`src/rtl/axi4_write_master.sv`:
```
// AXI4 write-side initiator: one command plus a stream of data beats becomes one AW/W/B
// transaction, with a registered completion pulse carrying the response and ID check.
`timescale 1ns/1ps
module axi4_write_master #(
   parameter int ADDR_W = 32,
   parameter int DATA_W = 32,
   parameter int ID_W   = 4
) (
   input  logic                ACLK,
   input  logic                ARESETn,
   input  logic                cmd_valid,
   output logic                cmd_ready,
   input  logic [ADDR_W-1:0]   cmd_addr,
   input  logic [ID_W-1:0]     cmd_id,
   input  logic [7:0]          cmd_len,
   input  logic [2:0]          cmd_size,
   input  logic [1:0]          cmd_burst,
   input  logic                wr_valid,
   output logic                wr_ready,
   input  logic [DATA_W-1:0]   wr_data,
   input  logic [DATA_W/8-1:0] wr_strb,
   output logic                done_valid,
   output logic [1:0]          done_resp,
   output logic [ID_W-1:0]     done_id,
   output logic                done_id_err,
   output logic                busy,
   output logic                AWVALID,
   input  logic                AWREADY,
   output logic [ID_W-1:0]     AWID,
   output logic [ADDR_W-1:0]   AWADDR,
   output logic [7:0]          AWLEN,
   output logic [2:0]          AWSIZE,
   output logic [1:0]          AWBURST,
   output logic                WVALID,
   input  logic                WREADY,
   output logic [ID_W-1:0]     WID,
   output logic [DATA_W-1:0]   WDATA,
   output logic [DATA_W/8-1:0] WSTRB,
   output logic                WLAST,
   input  logic                BVALID,
   output logic                BREADY,
   input  logic [ID_W-1:0]     BID,
   input  logic [1:0]          BRESP
);

   typedef enum logic [2:0] {IDLE, ADDR, DATA, RESP, ERR} state_t;

   state_t                r_state;
   state_t                w_nextState;
   logic [ADDR_W-1:0]     r_addr;
   logic [ID_W-1:0]       r_id;
   logic [7:0]            r_len;
   logic [2:0]            r_size;
   logic [1:0]            r_burst;
   logic [7:0]            r_beatCnt;
   logic                  r_allBeats;
   logic                  r_wvalid;
   logic                  r_wlast;
   logic [DATA_W-1:0]     r_wdata;
   logic [DATA_W/8-1:0]   r_wstrb;
   logic                  r_doneValid;
   logic [1:0]            r_doneResp;
   logic [ID_W-1:0]       r_doneId;
   logic                  r_doneIdErr;
   logic                  w_cmdFire;
   logic                  w_cmdIllegal;
   logic                  w_beatFire;
   logic                  w_wFire;
   logic                  w_bFire;

   assign cmd_ready    = ARESETn && (r_state == IDLE);
   assign w_cmdFire    = cmd_valid && cmd_ready;
   assign w_cmdIllegal = (cmd_size > 3'd2) || (cmd_burst == 2'b11) ||
                         ((cmd_burst == 2'b10) && (cmd_len != 8'd1) && (cmd_len != 8'd3) &&
                          (cmd_len != 8'd7) && (cmd_len != 8'd15));
   // The W register refills in the same cycle it drains, so a steady WREADY gives one beat per clock.
   assign wr_ready     = ARESETn && (r_state == DATA) && !r_allBeats && (!r_wvalid || WREADY);
   assign w_beatFire   = wr_valid && wr_ready;
   assign w_wFire      = r_wvalid && WREADY;
   assign w_bFire      = (r_state == RESP) && BVALID;

   assign busy        = (r_state != IDLE);
   assign AWVALID     = (r_state == ADDR);
   assign AWID        = r_id;
   assign AWADDR      = r_addr;
   assign AWLEN       = r_len;
   assign AWSIZE      = r_size;
   assign AWBURST     = r_burst;
   assign WVALID      = r_wvalid;
   assign WID         = r_id;
   assign WDATA       = r_wdata;
   assign WSTRB       = r_wstrb;
   assign WLAST       = r_wlast;
   assign BREADY      = (r_state == RESP);
   assign done_valid  = r_doneValid;
   assign done_resp   = r_doneResp;
   assign done_id     = r_doneId;
   assign done_id_err = r_doneIdErr;

   always_comb begin
      w_nextState = r_state;
      case (r_state)
         IDLE:    if (w_cmdFire) w_nextState = w_cmdIllegal ? ERR : ADDR;
         ADDR:    if (AWREADY) w_nextState = DATA;
         DATA:    if (w_wFire && r_wlast) w_nextState = RESP;
         RESP:    if (BVALID) w_nextState = IDLE;
         ERR:     w_nextState = IDLE;
         default: w_nextState = IDLE;
      endcase
   end

   always_ff @(posedge ACLK) begin
      if (!ARESETn) r_state <= IDLE;
      else          r_state <= w_nextState;
   end

   always_ff @(posedge ACLK) begin
      if (!ARESETn) begin
         r_addr      <= '0;
         r_id        <= '0;
         r_len       <= '0;
         r_size      <= '0;
         r_burst     <= '0;
         r_beatCnt   <= '0;
         r_allBeats  <= 1'b0;
         r_wvalid    <= 1'b0;
         r_wlast     <= 1'b0;
         r_wdata     <= '0;
         r_wstrb     <= '0;
         r_doneValid <= 1'b0;
         r_doneResp  <= '0;
         r_doneId    <= '0;
         r_doneIdErr <= 1'b0;
      end else begin
         r_doneValid <= 1'b0;
         if (w_cmdFire) begin
            r_addr     <= cmd_addr;
            r_id       <= cmd_id;
            r_len      <= cmd_len;
            r_size     <= cmd_size;
            r_burst    <= cmd_burst;
            r_beatCnt  <= '0;
            r_allBeats <= 1'b0;
         end
         // The counter parks at len after the last beat so a 256-beat burst never wraps.
         if (w_beatFire) begin
            r_wvalid <= 1'b1;
            r_wdata  <= wr_data;
            r_wstrb  <= wr_strb;
            r_wlast  <= (r_beatCnt == r_len);
            if (r_beatCnt == r_len) r_allBeats <= 1'b1;
            else                    r_beatCnt  <= r_beatCnt + 8'd1;
         end else if (w_wFire) begin
            r_wvalid <= 1'b0;
            r_wlast  <= 1'b0;
         end
         if (w_bFire) begin
            r_doneValid <= 1'b1;
            r_doneResp  <= BRESP;
            r_doneId    <= r_id;
            r_doneIdErr <= (BID != r_id);
         end else if (r_state == ERR) begin
            r_doneValid <= 1'b1;
            r_doneResp  <= 2'b10;
            r_doneId    <= r_id;
            r_doneIdErr <= 1'b0;
         end
      end
   end

endmodule
```
`config.mk`:
```
export PLATFORM = sky130hd
export DESIGN_NAME = axi4_write_master
export DESIGN_NICKNAME = d
export VERILOG_FILES = /design/src/rtl/axi4_write_master.sv
export SDC_FILE = /design/constraint.sdc
export NUM_CORES = 1
export LEC_CHECK = 0
export CAP_MARGIN = 20
export CORE_MARGIN = 4
export CORE_UTILIZATION = 36
export CTS_CLUSTER_SIZE = 20
export DETAILED_ROUTE_END_ITERATION = 10
export GPL_TIMING_DRIVEN = 0
export PLACE_DENSITY = 0.73
export SYNTH_ARGS = -nofsm -noshare
export SYNTH_HDL_FRONTEND = slang
export SYNTH_SLANG_ARGS = --single-unit
```
`constraint.sdc`:
```
create_clock -name ACLK -period 2 [get_ports ACLK]
set_clock_uncertainty 0.05 [all_clocks]
set_input_delay 0.4 -clock ACLK [delete_from_list [all_inputs] [get_ports ACLK]]
set_output_delay 0.4 -clock ACLK [all_outputs]
set_load 0.01 [all_outputs]
```
# ---- Yosys cells after proc, flatten, opt, wreduce, memory -nomap -nowiden
# Cells that the tools add are included.
dict set report totals {
  reg_bits 107
  word_cells 80
  out_inout_bits 104
  input_bits 98
}
dict set report op_classes {
  add_sub_neg 1
  n_mux 23
  n_lt_le_gt_ge 1
  reduce_logical 23
  eq_ne 16
}
# cell count
set op_table {}
lappend op_table {{two-way mux 8 bit} 3}
lappend op_table {{two-way mux 3 bit} 5}
lappend op_table {{logical AND 1 bit} 13}
lappend op_table {{one-hot mux 3 bit (4 select lines)} 1}
lappend op_table {{two-way mux 1 bit} 10}
lappend op_table {{adder 8 x 1 -> 8 bit (second input constant)} 1}
lappend op_table {{== test 8 bit} 1}
lappend op_table {{two-way mux 4 bit} 2}
lappend op_table {{!= test 8 x 1 -> 1 bit (second input constant)} 1}
lappend op_table {{!= test 8 x 2 -> 1 bit (second input constant)} 1}
lappend op_table {{!= test 8 x 3 -> 1 bit (second input constant)} 1}
lappend op_table {{!= test 8 x 4 -> 1 bit (second input constant)} 1}
lappend op_table {{== test 3 x 2 -> 1 bit (second input constant)} 2}
lappend op_table {{== test 2 bit (second input constant)} 2}
lappend op_table {{two-way mux 2 bit} 2}
lappend op_table {{!= test 2 x 1 -> 1 bit (second input constant)} 2}
lappend op_table {{!= test 2 bit (second input constant)} 2}
lappend op_table {{!= test 4 bit} 1}
lappend op_table {{AND reduction 4 bit} 1}
lappend op_table {{nonzero test 2 bit} 2}
lappend op_table {{== test 3 x 1 -> 1 bit (second input constant)} 1}
lappend op_table {{== test 3 bit (second input constant)} 1}
lappend op_table {{> comparator 3 x 2 -> 1 bit (second input constant)} 1}
lappend op_table {{zero test 3 bit} 1}
lappend op_table {{other kinds (3)} 6}

# ---- Logic depth before layout (Yosys ltp)
dict set report logic_depth {
  depth_word 9
  depth_mapped 8
  mapped_depth_nobuf 6
}

# ---- Worst setup path after synthesis
# Ideal clock, no wire load.
dict set report synth_timing {
  path_kind {register to register}
  startpoint {reg r_state[1]}
  endpoint {reg r_addr[22], in the netlist AWADDR[22]}
  arrival_time_ps 1528
  path_buffers 3
  path_slack_ps 309
  path_stages_with_launch 9
  setup_time_ps 113
  synth_period_minus_slack_ps 1691
  t_required_ps 1837
  path_cell_list {dfxtp_1 buf_4 or3_4 nor2_2 nand2_1 buf_2 buf_2 nand3_1 nand2_1}
}
dict set report synth_between {
  elab_chain_cells 3
}
# item line
set synth_rtl {}
lappend synth_rtl {{start, declared} 48} ;# state_t r_state;
lappend synth_rtl {{start signal, assigned} 114} ;# else r_state <= w_nextState;
lappend synth_rtl {{zero test 3 bit} 71} ;# assign cmd_ready = ARESETn && (r_state == IDLE);
lappend synth_rtl {{logical AND 1 bit} 71}
lappend synth_rtl {{named net cmd_ready} 12} ;# output logic cmd_ready,
lappend synth_rtl {{logical AND 1 bit} 72} ;# assign w_cmdFire = cmd_valid && cmd_ready;
lappend synth_rtl {{end signal, assigned} 137} ;# r_addr <= cmd_addr;
lappend synth_rtl {{end, declared} 50} ;# logic [ADDR_W-1:0] r_addr;
# The timed path passes the listed nets, and every way through them passes these cells.
# A chain may end at the register's enable or synchronous reset.

# ---- Worst setup path after layout
dict set report layout_timing {
  startpoint {reg r_state[1]}
  endpoint {out busy}
}
dict set report layout_between {
  elab_chain_cells 1
}
# item line
set layout_rtl {}
lappend layout_rtl {{nonzero test 3 bit} 82} ;# assign busy = (r_state != IDLE);
lappend layout_rtl {{end, declared} 26} ;# output logic busy,
# Every way passes these cells.

==> impl_metrics.py <==
metrics = {
    "status": {
        "status": "completed",
    },
    "cts": {
        "cts_sinks": 107,
        "clk_latency_ns": 0.34,
        "cts_htree_levels": 3,
        "cts_buffer_depth": 2,
        "cts-buffers-inserted": 9,
        "cts_tree": "yes",
        "cts_setup_buffers": 0,
        "holdBufCountCts": 0,
        "cts-root-buf": "clkbuf_16",
        "path_clk_slew_ns": 0.07,
    },
    "worst_setup_path": {
        "path_class": "flip-flop to output pin",
        "reg2reg_setup_slack_ns": 0.18,
        "reg2reg_from": "r_state[1]",
        "cp.required_ns": 1.55,
        "crit_chain": "buf_4 -> or3_4 -> dlygate4sd2_1",
        "critPathMaxStageDelay_ns": 0.35,
        "worstPathArrival_ns": 1.46,
        "worst_path_max_delay_cell": "or3_4",
        "crit_path_end_kind": "output pin",
        "path_max_fanout": 10,
        "rr_worst_depth": 8,
        "start_kind": "flip-flop",
        "reg2reg_to": "AWADDR[30]",
    },
    "grt": {
        "grt_pass1_wl_mm": 20.7,
        "grt_max_degree": 16,
        "antenna_found_initial": 0,
        "grt_usage_pct": 19.8,
        "grt_pass1_vias": 4144,
        "grt_overflow": 0,
    },
    "die": {
        "io_pins": 202,
        "rows": 38,
        "chipWidth_um": 115,
        "initial_core_util_pct": 37.3,
        "core_area_um2": 11000,
        "die_area_um2": 13100,
        "fp.dieH_um": 115,
    },
    "logic_synthesis": {
        "synth-edff-count": 0,
        "ys_async_sr_fraction_pct": 0,
        "synthesis.instances": 514,
        "netlist_area_um2": 4100,
        "synth_nets": 613,
        "ys_seq_elements": 107,
        "yosysWarnings": 0,
        "synth_flop_cell": "dfxtp_1",
        "ys_seq_area_share_pct": 52.3,
        "synth.distinct_cells": 40,
        "syn-mean-instance-area_um2": 7.97,
    },
    "place": {
        "dp_hpwl_mm": 10.2,
        "numPortBuffers": 200,
        "dp.cells": 854,
        "finalWeightedCongestion": 0.831,
    },
    "pwr": {
        "leakage_uw": 0.00267,
        "internal_power_uw": 3770,
        "pwr-share-clk_pct": 33.1,
        "p_seq_share_pct": 46.9,
        "powerDensity_nw_per_um2": 772,
        "vdd_drop_max_mv": 0.428,
        "power_uw": 5080,
        "switching_power_uw": 1310,
        "p_comb_share_pct": 20.0,
        "sw_frac_of_total_pct": 25.7,
    },
    "route": {
        "top_layer": "met4",
        "firstDrtPassIters": 5,
        "met1_length_mm": 5.18,
        "drt_iter0_drc": 155,
        "dr_wl_met2_mm": 6.10,
        "wire_per_inst_um": 15.0,
        "routed_via_density": 4.83,
        "drc": 0,
        "vias": 4193,
        "antenna_left": 0,
        "route.met3.wl_mm": 1.51,
        "wl_mm": 13.0,
    },
    "worst_hold_path": {
        "min_from": "WDATA[11]",
        "whs_path_depth": 2,
        "holdPathEnd": "WDATA[11]",
        "min_path_type": "flip-flop to flip-flop",
    },
    "layout": {
        "syn2layout_area_growth_pct": 60.6,
        "layout.cells.non_filler": 868,
        "fillCellCount": 990,
        "layout_common_cells": "clkdlybuf4s50_1 (195), nand2_1 (183), dfxtp_1 (105)",
        "final_layout_size_suffix_gt1_share_pct": 6.46,
        "diodes": 0,
        "nets": 824,
        "final_common_cell": "clkdlybuf4s50_1",
    },
    "sta": {
        "setup_violations": 0,
        "worstMarginPinSlew_ns": 0.684,
        "report.final.slew_viol_count": 0,
        "slew_headroom_pct": 54.4,
        "fin_crit_sh_pct": 95.5,
        "setup_tns_ns": 0,
        "period_needed_ns": 1.91,
        "fmax_mhz": 524,
        "rsz0062_at_grt": "no",
        "hold_viol_final": 0,
        "hold-worst-slack_ns": 0.402,
    },
    "flow_run": {
        "max-cap-violations": 0,
    },
}
-- kinds of logic (layout without fill, tap and decap cells) --
group,count (synthesis),after routing,share of synthesized area (%)
AND/OR/NAND/NOR,283,283,29.7
flip-flops,107,107,52.3
AO/OA/AOI/OAI,63,63,8.56
multiplexers,4,4,0.978
XOR/XNOR,17,17,3.64
adder cells (fa/ha/maj),1,1,0.305
buffers and inverters,39,253,4.49
-- metrics by stage --
step           setup WS (ns)  area (um^2)  utilization (%)
2_1_floorplan          0.309         4100                -
3_3_place_gp          -0.387         6270             57.1
3_5_place_dp          -0.396         6270             57.1
4_1_cts               0.0163         6570             59.8
5_1_grt               0.0138         6580             59.9
6_report              0.0908         6580             59.9
-- timing repair --
item                                   CTS  global route
endpoints found under the hold margin    0             0
resized for setup                       15             6
setup endpoints to repair                5             9
-- area by class of cell --
| type | instances | area (um^2) | share of cell area, % |
|---|---|---|---|
| plain buffers | 36 | 173 | 2.62 |
| clock buffers | 13 | 270 | 4.11 |
| clock inverters | 1 | 8.76 | 0.133 |
| inverters | 3 | 11.3 | 0.171 |
| multi-input cells | 368 | 1810 | 27.5 |
| flip-flops and latches | 107 | 2140 | 32.6 |
| well taps | 140 | 175 | 2.66 |
| repair buffers | 200 | 1990 | 30.2 |
-- worst max path at each step --
stage,from,to,depth (start not counted)
3_5_place_dp,WREADY,wr_ready,4
3_3_place_gp,WREADY,wr_ready,4
2_1_floorplan,r_state[1],AWADDR[22],8
6_report,r_state[1],busy,3
4_1_cts,r_state[2],cmd_ready,3
5_1_grt,cmd_burst[0],r_state[0],6
-- per-layer routing --
layer	vias up	GRT usage, %
met5	-	0
met4	0	6.65
met3	17	8.09
met2	180	34.0
met1	1883	22.2
li1	2113	-
-- power by group through the flow --
stage	Sequential, uW	Combinational [uW]	Clock, uW
after global routing	2400	1100	1830
after detailed placement	2430	1020	0
after global placement	2420	1010	0
final	2380	1010	1680
after floorplan	2470	345	0
after CTS	2380	1020	1720
-- cell usage after synthesis (2+ instances only) --
library cell	number	share of area (%)
buf_2	12	1.5
nand2_1	183	17
o211ai_1	2	0.37
clkbuf_1	12	1.1
and2_1	2	0.31
nand4_1	2	0.31
nand3_1	64	7.8
dfxtp_1	107	52
a21oi_1	46	5.6
inv_1	2	0.18
nor4b_1	2	0.43
or3_1	2	0.31
nand2b_1	2	0.31
buf_1	6	0.55
a221oi_1	2	0.43
xnor2_1	2	0.43
buf_4	6	1.1
nor4_1	2	0.31
mux2i_1	4	0.98
o21ai_0	6	0.73
nor2_1	15	1.4
xor2_1	15	3.2
-- flip-flops by register name, summed over array words and instances (netlist names) --
signal       flops
done_resp        2
done_valid       1
r_state          3
AWBURST          2
AWSIZE           3
AWID             4
WSTRB            4
AWLEN            8
done_id          4
r_allBeats       1
WLAST            1
done_id_err      1
r_beatCnt        8
WDATA           32
AWADDR          32
WVALID           1
-- critical path: cells and delay by family, from the launching register on --
family | cells | cell delay [ns]
buffers and inverters | 2 | 0.47
and+or+nand+nor | 1 | 0.35
DFF | 1 | 0.30
Note: power is estimated with default switching activity, not from simulation.
